--- src/rtl/fifo_arb_pkg.sv ---
// Shared types and default sizing for the FIFO write arbiter / controller.
package fifo_arb_pkg;

   typedef enum logic {
      IDLE = 1'b0,
      OWN  = 1'b1
   } arb_state_e;

   localparam int unsigned NREQ_DEF  = 4;
   localparam int unsigned DEPTH_DEF = 8;
   localparam int unsigned DW_DEF    = 8;
   localparam int unsigned BURST_DEF = 4;

endpackage

--- src/rtl/fifo_arb_ctrl_rr_pick.sv ---
// Round-robin picker: first set request at or after ptr_i, wrapping modulo NREQ.
module rr_pick
   import fifo_arb_pkg::*;
#(
   parameter  int unsigned NREQ = NREQ_DEF,
   localparam int unsigned PW   = $clog2(NREQ)
) (
   input  logic [NREQ-1:0] req_i,
   input  logic [PW-1:0]   ptr_i,
   output logic [NREQ-1:0] pick_o,
   output logic            valid_o
);

   logic [PW-1:0] idx;

   always_comb begin
      pick_o  = '0;
      valid_o = 1'b0;
      idx     = '0;
      for (int k = 0; k < NREQ; k++) begin
         idx = PW'((int'(ptr_i) + k) % NREQ);
         if (!valid_o && req_i[idx]) begin
            pick_o[idx] = 1'b1;
            valid_o     = 1'b1;
         end
      end
   end

endmodule

--- src/rtl/fifo_arb_ctrl.sv ---
// Burst-limited round-robin write arbiter that drives FIFO write/read strobes
// and tracks occupancy itself, so full/empty never depend on FIFO status lag.
module fifo_arb_ctrl
   import fifo_arb_pkg::*;
#(
   parameter  int unsigned NREQ  = NREQ_DEF,
   parameter  int unsigned DEPTH = DEPTH_DEF,
   parameter  int unsigned DW    = DW_DEF,
   parameter  int unsigned BURST = BURST_DEF,
   localparam int unsigned PW    = $clog2(NREQ),
   localparam int unsigned LW    = $clog2(DEPTH + 1),
   localparam int unsigned BW    = $clog2(BURST + 1)
) (
   input  logic               clk,
   input  logic               rst_n,
   input  logic [NREQ-1:0]    req,
   input  logic [NREQ*DW-1:0] req_data,
   output logic [NREQ-1:0]    ack,
   output logic [NREQ-1:0]    gnt,
   input  logic               rd_req,
   output logic               rd_ack,
   output logic               w_fifo,
   output logic               r_fifo,
   output logic [DW-1:0]      data_in,
   output logic [LW-1:0]      level
);

   arb_state_e      state_q, state_d;
   logic [PW-1:0]   owner_q, owner_d;
   logic [PW-1:0]   rr_ptr_q, rr_ptr_d;
   logic [BW-1:0]   burst_q, burst_d;
   logic [LW-1:0]   level_q, level_d;
   logic            toggle_q, toggle_d;
   logic [NREQ-1:0] ack_q, ack_d;
   logic            w_q, w_d;
   logic            r_q, r_d;
   logic [DW-1:0]   data_q, data_d;

   logic [NREQ-1:0] pick;
   logic            pick_vld;
   logic [PW-1:0]   pick_idx;
   logic            own_req;
   logic            w_elig, r_elig;
   logic            do_w, do_r;

   rr_pick #(
      .NREQ(NREQ)
   ) u_rr_pick (
      .req_i  (req),
      .ptr_i  (rr_ptr_q),
      .pick_o (pick),
      .valid_o(pick_vld)
   );

   always_comb begin
      state_d  = state_q;
      owner_d  = owner_q;
      rr_ptr_d = rr_ptr_q;
      burst_d  = burst_q;
      level_d  = level_q;
      toggle_d = toggle_q;
      ack_d    = '0;
      w_d      = 1'b0;
      r_d      = 1'b0;
      data_d   = data_q;
      pick_idx = '0;

      for (int i = 0; i < NREQ; i++) begin
         if (pick[i]) pick_idx = PW'(i);
      end

      own_req = req[owner_q];
      w_elig  = (state_q == OWN) && own_req && (burst_q < BW'(BURST)) && (level_q < LW'(DEPTH));
      r_elig  = rd_req && (level_q != '0);

      // toggle_q == 0 means the write side wins the next contested cycle
      do_w = w_elig && (!r_elig || !toggle_q);
      do_r = r_elig && !do_w;
      if (w_elig && r_elig) toggle_d = ~toggle_q;

      case (state_q)
         IDLE: begin
            if (pick_vld) begin
               state_d = OWN;
               owner_d = pick_idx;
               burst_d = '0;
            end
         end
         OWN: begin
            if (!own_req || (burst_q == BW'(BURST))) begin
               state_d  = IDLE;
               rr_ptr_d = (owner_q == PW'(NREQ - 1)) ? '0 : owner_q + 1'b1;
            end
         end
         default: state_d = IDLE;
      endcase

      if (do_w) begin
         w_d            = 1'b1;
         data_d         = req_data[owner_q*DW +: DW];
         ack_d[owner_q] = 1'b1;
         level_d        = level_q + 1'b1;
         burst_d        = burst_q + 1'b1;
      end
      if (do_r) begin
         r_d     = 1'b1;
         level_d = level_q - 1'b1;
      end
   end

   always_ff @(posedge clk or negedge rst_n) begin
      if (!rst_n) begin
         state_q  <= IDLE;
         owner_q  <= '0;
         rr_ptr_q <= '0;
         burst_q  <= '0;
         level_q  <= '0;
         toggle_q <= 1'b0;
         ack_q    <= '0;
         w_q      <= 1'b0;
         r_q      <= 1'b0;
         data_q   <= '0;
      end else begin
         state_q  <= state_d;
         owner_q  <= owner_d;
         rr_ptr_q <= rr_ptr_d;
         burst_q  <= burst_d;
         level_q  <= level_d;
         toggle_q <= toggle_d;
         ack_q    <= ack_d;
         w_q      <= w_d;
         r_q      <= r_d;
         data_q   <= data_d;
      end
   end

   assign gnt     = (state_q == OWN) ? (NREQ'(1) << owner_q) : '0;
   assign ack     = ack_q;
   assign rd_ack  = r_q;
   assign w_fifo  = w_q;
   assign r_fifo  = r_q;
   assign data_in = data_q;
   assign level   = level_q;

endmodule

--- config.mk ---
export PLATFORM = sky130hd
export DESIGN_NAME = fifo_arb_ctrl
export DESIGN_NICKNAME = d
export VERILOG_FILES = /design/src/rtl/fifo_arb_pkg.sv /design/src/rtl/fifo_arb_ctrl_rr_pick.sv /design/src/rtl/fifo_arb_ctrl.sv
export SDC_FILE = /design/constraint.sdc
export NUM_CORES = 1
export LEC_CHECK = 0
export ABC_AREA = 1
export CAP_MARGIN = 20
export CORE_ASPECT_RATIO = 2
export CORE_MARGIN = 10
export CORE_UTILIZATION = 25
export DETAILED_ROUTE_END_ITERATION = 10
export RECOVER_POWER = 50
export SETUP_SLACK_MARGIN = 0.15
export SYNTH_ARGS = -nofsm -noshare
export SYNTH_HDL_FRONTEND = slang
export SYNTH_HIERARCHICAL = 1
export SYNTH_SLANG_ARGS = --single-unit
--- constraint.sdc ---
create_clock -name clk -period 3.8 [get_ports clk]
set_input_delay 0.57 -clock clk [delete_from_list [all_inputs] [get_ports clk]]
set_output_delay 0.57 -clock clk [all_outputs]
set_load 0.02 [all_outputs]
==> results.md, run 1 <==
* Final Max Slew Viols at 0
* Slowest CP cell: clkdlybuf4s50_1
* DP Wirelength at 4.07 mm
* Avg Vias per Cell at 4.31
* Port bufs at 61
* Hold Path Class: reg -> reg
* Hold depth at 2
* Setup-failing EPs final at 0
* R2r setup slk at 1.33 ns
* Setup CP Type: reg -> out
* Synth Area per Inst at 7.11 um^2
* Post-route clock period utilization at 71.7%
* Share of layout cells above drive strength 1 at 7.72%
* R2R depth at 14
* CTS tree: built
* Global-route wire length before repair at 8.83 mm
* Crit-path leading delay family: buffers and inverters
* Post-CTS setup buffers at 0
* Post-Syn Area at 0.00199 mm^2
* Post-route cell area at 0.00275 mm^2
* Syn. warnings at 6
* Core area at 0.00783 mm^2
* CTS Buf Count at 3
* Max incr delay on CP at 0.60 ns
* I/O pin total at 62
* Synth Net Count at 332
* Largest net degree at the start of global routing at 28
* CP Max Fanout at 12
* Die area at 0.0122 mm^2
* Critical path depth at 5
* Drt drc at 0
* Initial Utilization at 25.4%
* Final ANT Viol Nets at 0
* Nature of the critical path endpoint: output pin
* Arr. time, crit path at 2.16 ns
* Routed wl met2 at 2.06 mm
* Root cell of the clock tree: clkbuf_16
* Cells after synthesis at 280
* Wl on met1 at 2.39 mm
* Startpoint type of the worst setup path: flip-flop
* Met3 WL at 622 um
* Placed inst area at 0.00267 mm^2
* Number of inserted diodes at 0
* Final Hold Viols at 0
* Clk_skew at 0.00351 ns
* Status: complete, no violations
* Clk buf depth at 2
* Setup ws final at 1.07 ns
* Achievable frequency at 0.367 GHz
* Required time worst endpoint at 3.23 ns
* Total grt overflow at 0
* DR pass1 iterations at 4
* Pre-CTS setup slack at 1.12 ns
* Cell Chain, Critical Path: inv_1 -> ha_1 -> nand2_1 -> inv_1 -> clkdlybuf4s50_1
* Vias at 1,866
* DIE HEIGHT at 146 um
* Min-delay src: toggle_q
* Setup TNS at 0 ns
* CP Buf/Inv Count at 3
* Initial antenna violation count at 0
* Area growth syn-to-layout at 37.9%
* Maximum vdd drop at 0.331 mV
* Die Width at 83.1 um
* Post-CTS Resized at 0
* Rel. slew slack at 2.18%
* H-tree depth at 1
* DR iter-0 viols at 58
* Hold path endpoint: toggle_q
* Global placer's final weighted congestion at 0.754
* Unrepaired setup endpoints after global routing: false
* Pwr dens at 789 mW/mm^2
* Minimum clock period at 2.73 ns
* Vias in the first global route at 1,879
* Worst-skew pair later-pin latency at 0.26 ns
* DR WL/cell at 11.8 um
* Worst setup startpoint: owner_q[1]
* Total GRT Usage at 8.23%
* Nets at 390
* Worst slew pin tran at 1.47 ns
* Leak at 1.33 nW
* Reg2reg end: level[2]
* Max_cap viols at 0
* Critical R2R Launch: owner_q[1]
* Top cell by count, worst path: inv_1
* Top layer in use: met4
* Row Count at 46
* Final WL at 5.09 mm
* Clock slew at reported path FFs at 0.06 ns
* CTS sink cnt at 27
* Hold buffers post-CTS at 0
-- how the worst max path moves through the flow --
stage | to
after floorplan | burst_q[1]
after global placement | level[2]
after detailed placement | level[2]
after CTS | gnt[1]
after global routing | gnt[0]
final | gnt[0]
-- metal layers --
| metal | up-vias | global-route usage [%] |
|---|---|---|
| met5 | - | 0 |
| met1 | 809 | 10.2 |
| li1 | 994 | - |
| met4 | 0 | 1.03 |
| met3 | 2 | 5.07 |
| met2 | 61 | 12.0 |
-- registers in the layout (all words and copies together) (netlist names) --
name,cells
owner_q,2
toggle_q,1
ack,4
burst_q,3
level,4
rr_ptr_q,2
r_fifo,1
w_fifo,1
state_q,1
data_in,8
-- tightest hold or removal path: cells and delay by family, from the launching register on --
family / cells / cell delay [ns]
AND/OR/NAND/NOR: 1 / 0.06
flip-flops: 1 / 0.38
AO/OA/AOI/OAI: 1 / 0.06
-- area by class of cell --
class                   count  area [um^2]
inverters                  40          150
clock buffers               4         78.8
multi-input cells         203         1100
flip-flops and latches     27          676
fillers                   883         5080
well taps                  96          120
repair buffers             63          622
-- placed cells by master (no fill, tap or decap), types with 3 or more instances in the layout --
master,count
ha_1,13
nand3_1,21
nor2_1,58
inv_1,36
inv_2,4
clkbuf_16,3
a31oi_1,8
dfrtp_1,27
clkdlybuf4s50_1,49
nand2_2,7
o21ai_0,22
nand2_1,54
nand3_4,3
dlygate4sd3_1,12
-- report_power, final --
part	internal, mW	switching, mW
logic	0.548	0.827
clock network	0.143	0.0925
registers	0.411	0.144
total	1.10	1.06
-- metrics by stage --
step | instances | utilization, % | hold WS (ns) | total power [mW]
6_report | 433 | 35.1 | 0.541 | 2.17
5_1_grt | 433 | 35.1 | 0.552 | 2.40
4_1_cts | 433 | 35.1 | 0.527 | 2.21
3_5_place_dp | 429 | 34.1 | 0.511 | 1.97
3_3_place_gp | 429 | 34.1 | 0.493 | 1.96
2_1_floorplan | 280 | - | 0.274 | 1.54
Power figures use the tool's default switching activity.
==> run 2: changes to the inputs <==
==> constraint.sdc (replaced) <==
create_clock -name clk -period 2.55 [get_ports clk]
set_input_delay 0.3825 -clock clk [delete_from_list [all_inputs] [get_ports clk]]
set_output_delay 0.3825 -clock clk [all_outputs]
set_load 0.02 [all_outputs]
==> run 2 against run 1 <==
  * First-iteration DRC count grew 14%
  * Worst hold slack lost 0.032 ns
  * Global-route usage shrank 0.11 points
  * Critical path type unchanged
==> results.md, run 2 (synthesized netlist as in run 1, its figures left out) <==
* Status: complete, no violations
* Core area at 0.00783 mm^2
* Final Hold Viols at 0
* Sequential group share of total power at 23.0%
* Die Width at 83.1 um
* Nets at 396
* Leak at 1.35 nW
* Setup TNS at 0 ns
* Sw Ratio at 48.2%
* Max_cap viols at 0
* Commonest non-fill, non-tap cell in the layout: nor2_1
* Total GRT Usage at 8.12%
* CTS Buf Count at 3
* H-tree depth at 1
* Global-route wire length before repair at 8.59 mm
* CTS tree: built
* Post-route clock period utilization at 87.5%
* Worst-skew pair later-pin latency at 0.26 ns
* Share of layout cells above drive strength 1 at 8.75%
* Area growth syn-to-layout at 39.8%
* Root cell of the clock tree: clkbuf_16
* Worst slew pin tran at 1.47 ns
* Clk pwr share at 10.8%
* Post-CTS Resized at 0
* Initial Utilization at 25.4%
* Startpoint type of the worst setup path: flip-flop
* Maximum vdd drop at 0.474 mV
* Achievable frequency at 0.448 GHz
* Wl on met1 at 2.29 mm
* Unrepaired setup endpoints after global routing: false
* P_sw at 1.60 mW
* Post-CTS setup buffers at 0
* DR iter-0 viols at 66
* Avg Vias per Cell at 4.32
* Top layer in use: met4
* Row Count at 46
* Met3 WL at 743 um
* CTS sink cnt at 27
* Commonest cells after routing, fill and taps aside: nor2_1, clkdlybuf4s50_1, nand2_1
* Internal power at 1.72 mW
* Hold Path Class: reg -> reg
* Post-route cell area at 0.00279 mm^2
* Final Max Slew Viols at 0
* Arr. time, crit path at 1.85 ns
* DR pass1 iterations at 4
* I/O pin total at 62
* Combinational share of power at 66.2%
* Number of inserted diodes at 0
* CP Max Fanout at 21
* Hold buffers post-CTS at 0
* Largest net degree at the start of global routing at 28
* Port bufs at 61
* Initial antenna violation count at 0
* Vias in the first global route at 1,892
* Final WL at 5.10 mm
* Clk buf depth at 2
* Pwr dens at 1190 mW/mm^2
* DP Cell Count at 435
* Fillers at 843
* Largest register FFs at 8
* DP Wirelength at 4.09 mm
* Global placer's final weighted congestion at 0.800
* DR WL/cell at 11.6 um
* Total power at 3.31 mW
* Minimum clock period at 2.23 ns
* Routed wl met2 at 2.02 mm
* Drt drc at 0
* Total grt overflow at 0
* Vias at 1,898
* DIE HEIGHT at 146 um
* Post-Layout Cell Count at 439
* Placed inst area at 0.00272 mm^2
* Rel. slew slack at 2.07%
* Setup CP Type: reg -> out
* Final ANT Viol Nets at 0
* Clock slew at reported path FFs at 0.06 ns
* Clk_skew at 0.00174 ns
* Hold WS at 0.509 ns
* Required time worst endpoint at 2.17 ns
* Die area at 0.0122 mm^2
* Nature of the critical path endpoint: output pin
* Setup-failing EPs final at 0
==> run 2: worst paths after layout <==
path                       startpoint         end  slack (ns)  cells past startpoint
max                        owner_q[0]      gnt[0]        0.32                      5
min                          toggle_q    toggle_q        0.51                      2
max reg2reg                owner_q[0]    level[3]        0.46                     11
min reg2reg                  toggle_q    toggle_q        0.51                      2
max in group asynchronous       rst_n  burst_q[1]        0.69                      2
min in group asynchronous       rst_n      ack[1]        1.01                      2
==> run 2: power by group through the flow <==
stage | clock (mW) | combinational [mW] | sequential, mW
after global placement | 0 | 2.24 | 0.765
after detailed placement | 0 | 2.23 | 0.771
after CTS | 0.364 | 2.24 | 0.768
after global routing | 0.380 | 2.50 | 0.798
final | 0.357 | 2.19 | 0.762
after floorplan | 0 | 1.38 | 0.918
==> run 2: area by class of cell <==
type / instances / area, um^2 / area share (%)
tap: 96 / 120 / 4.31
inverter: 40 / 150 / 5.39
timing repair buffer: 69 / 663 / 23.8
multi-input combinational: 203 / 1100 / 39.4
sequential: 27 / 676 / 24.3
clock buffer: 4 / 78.8 / 2.83
==> run 2: layer usage <==
| layer | up-vias | track usage [%] |
|---|---|---|
| li1 | 1007 | - |
| met1 | 816 | 9.57 |
| met2 | 71 | 11.6 |
| met3 | 4 | 5.40 |
| met4 | 0 | 2.31 |
| met5 | - | 0 |
==> run 2: worst max-delay path: stages (launching register included) <==
cell and delay, ns:
dfrtp_1 0.39, inv_2 0.26, ha_1 0.23, nand2_1 0.06, inv_1 0.05, clkdlybuf4s50_1 0.60
==> run 2: metrics by stage <==
stage                     util [%]  setup slack [ns]
after global placement        34.7             0.359
after global routing          35.6             0.147
after floorplan                  -             0.661
after detailed placement      34.7             0.308
final                         35.6             0.320
after CTS                     35.7             0.301
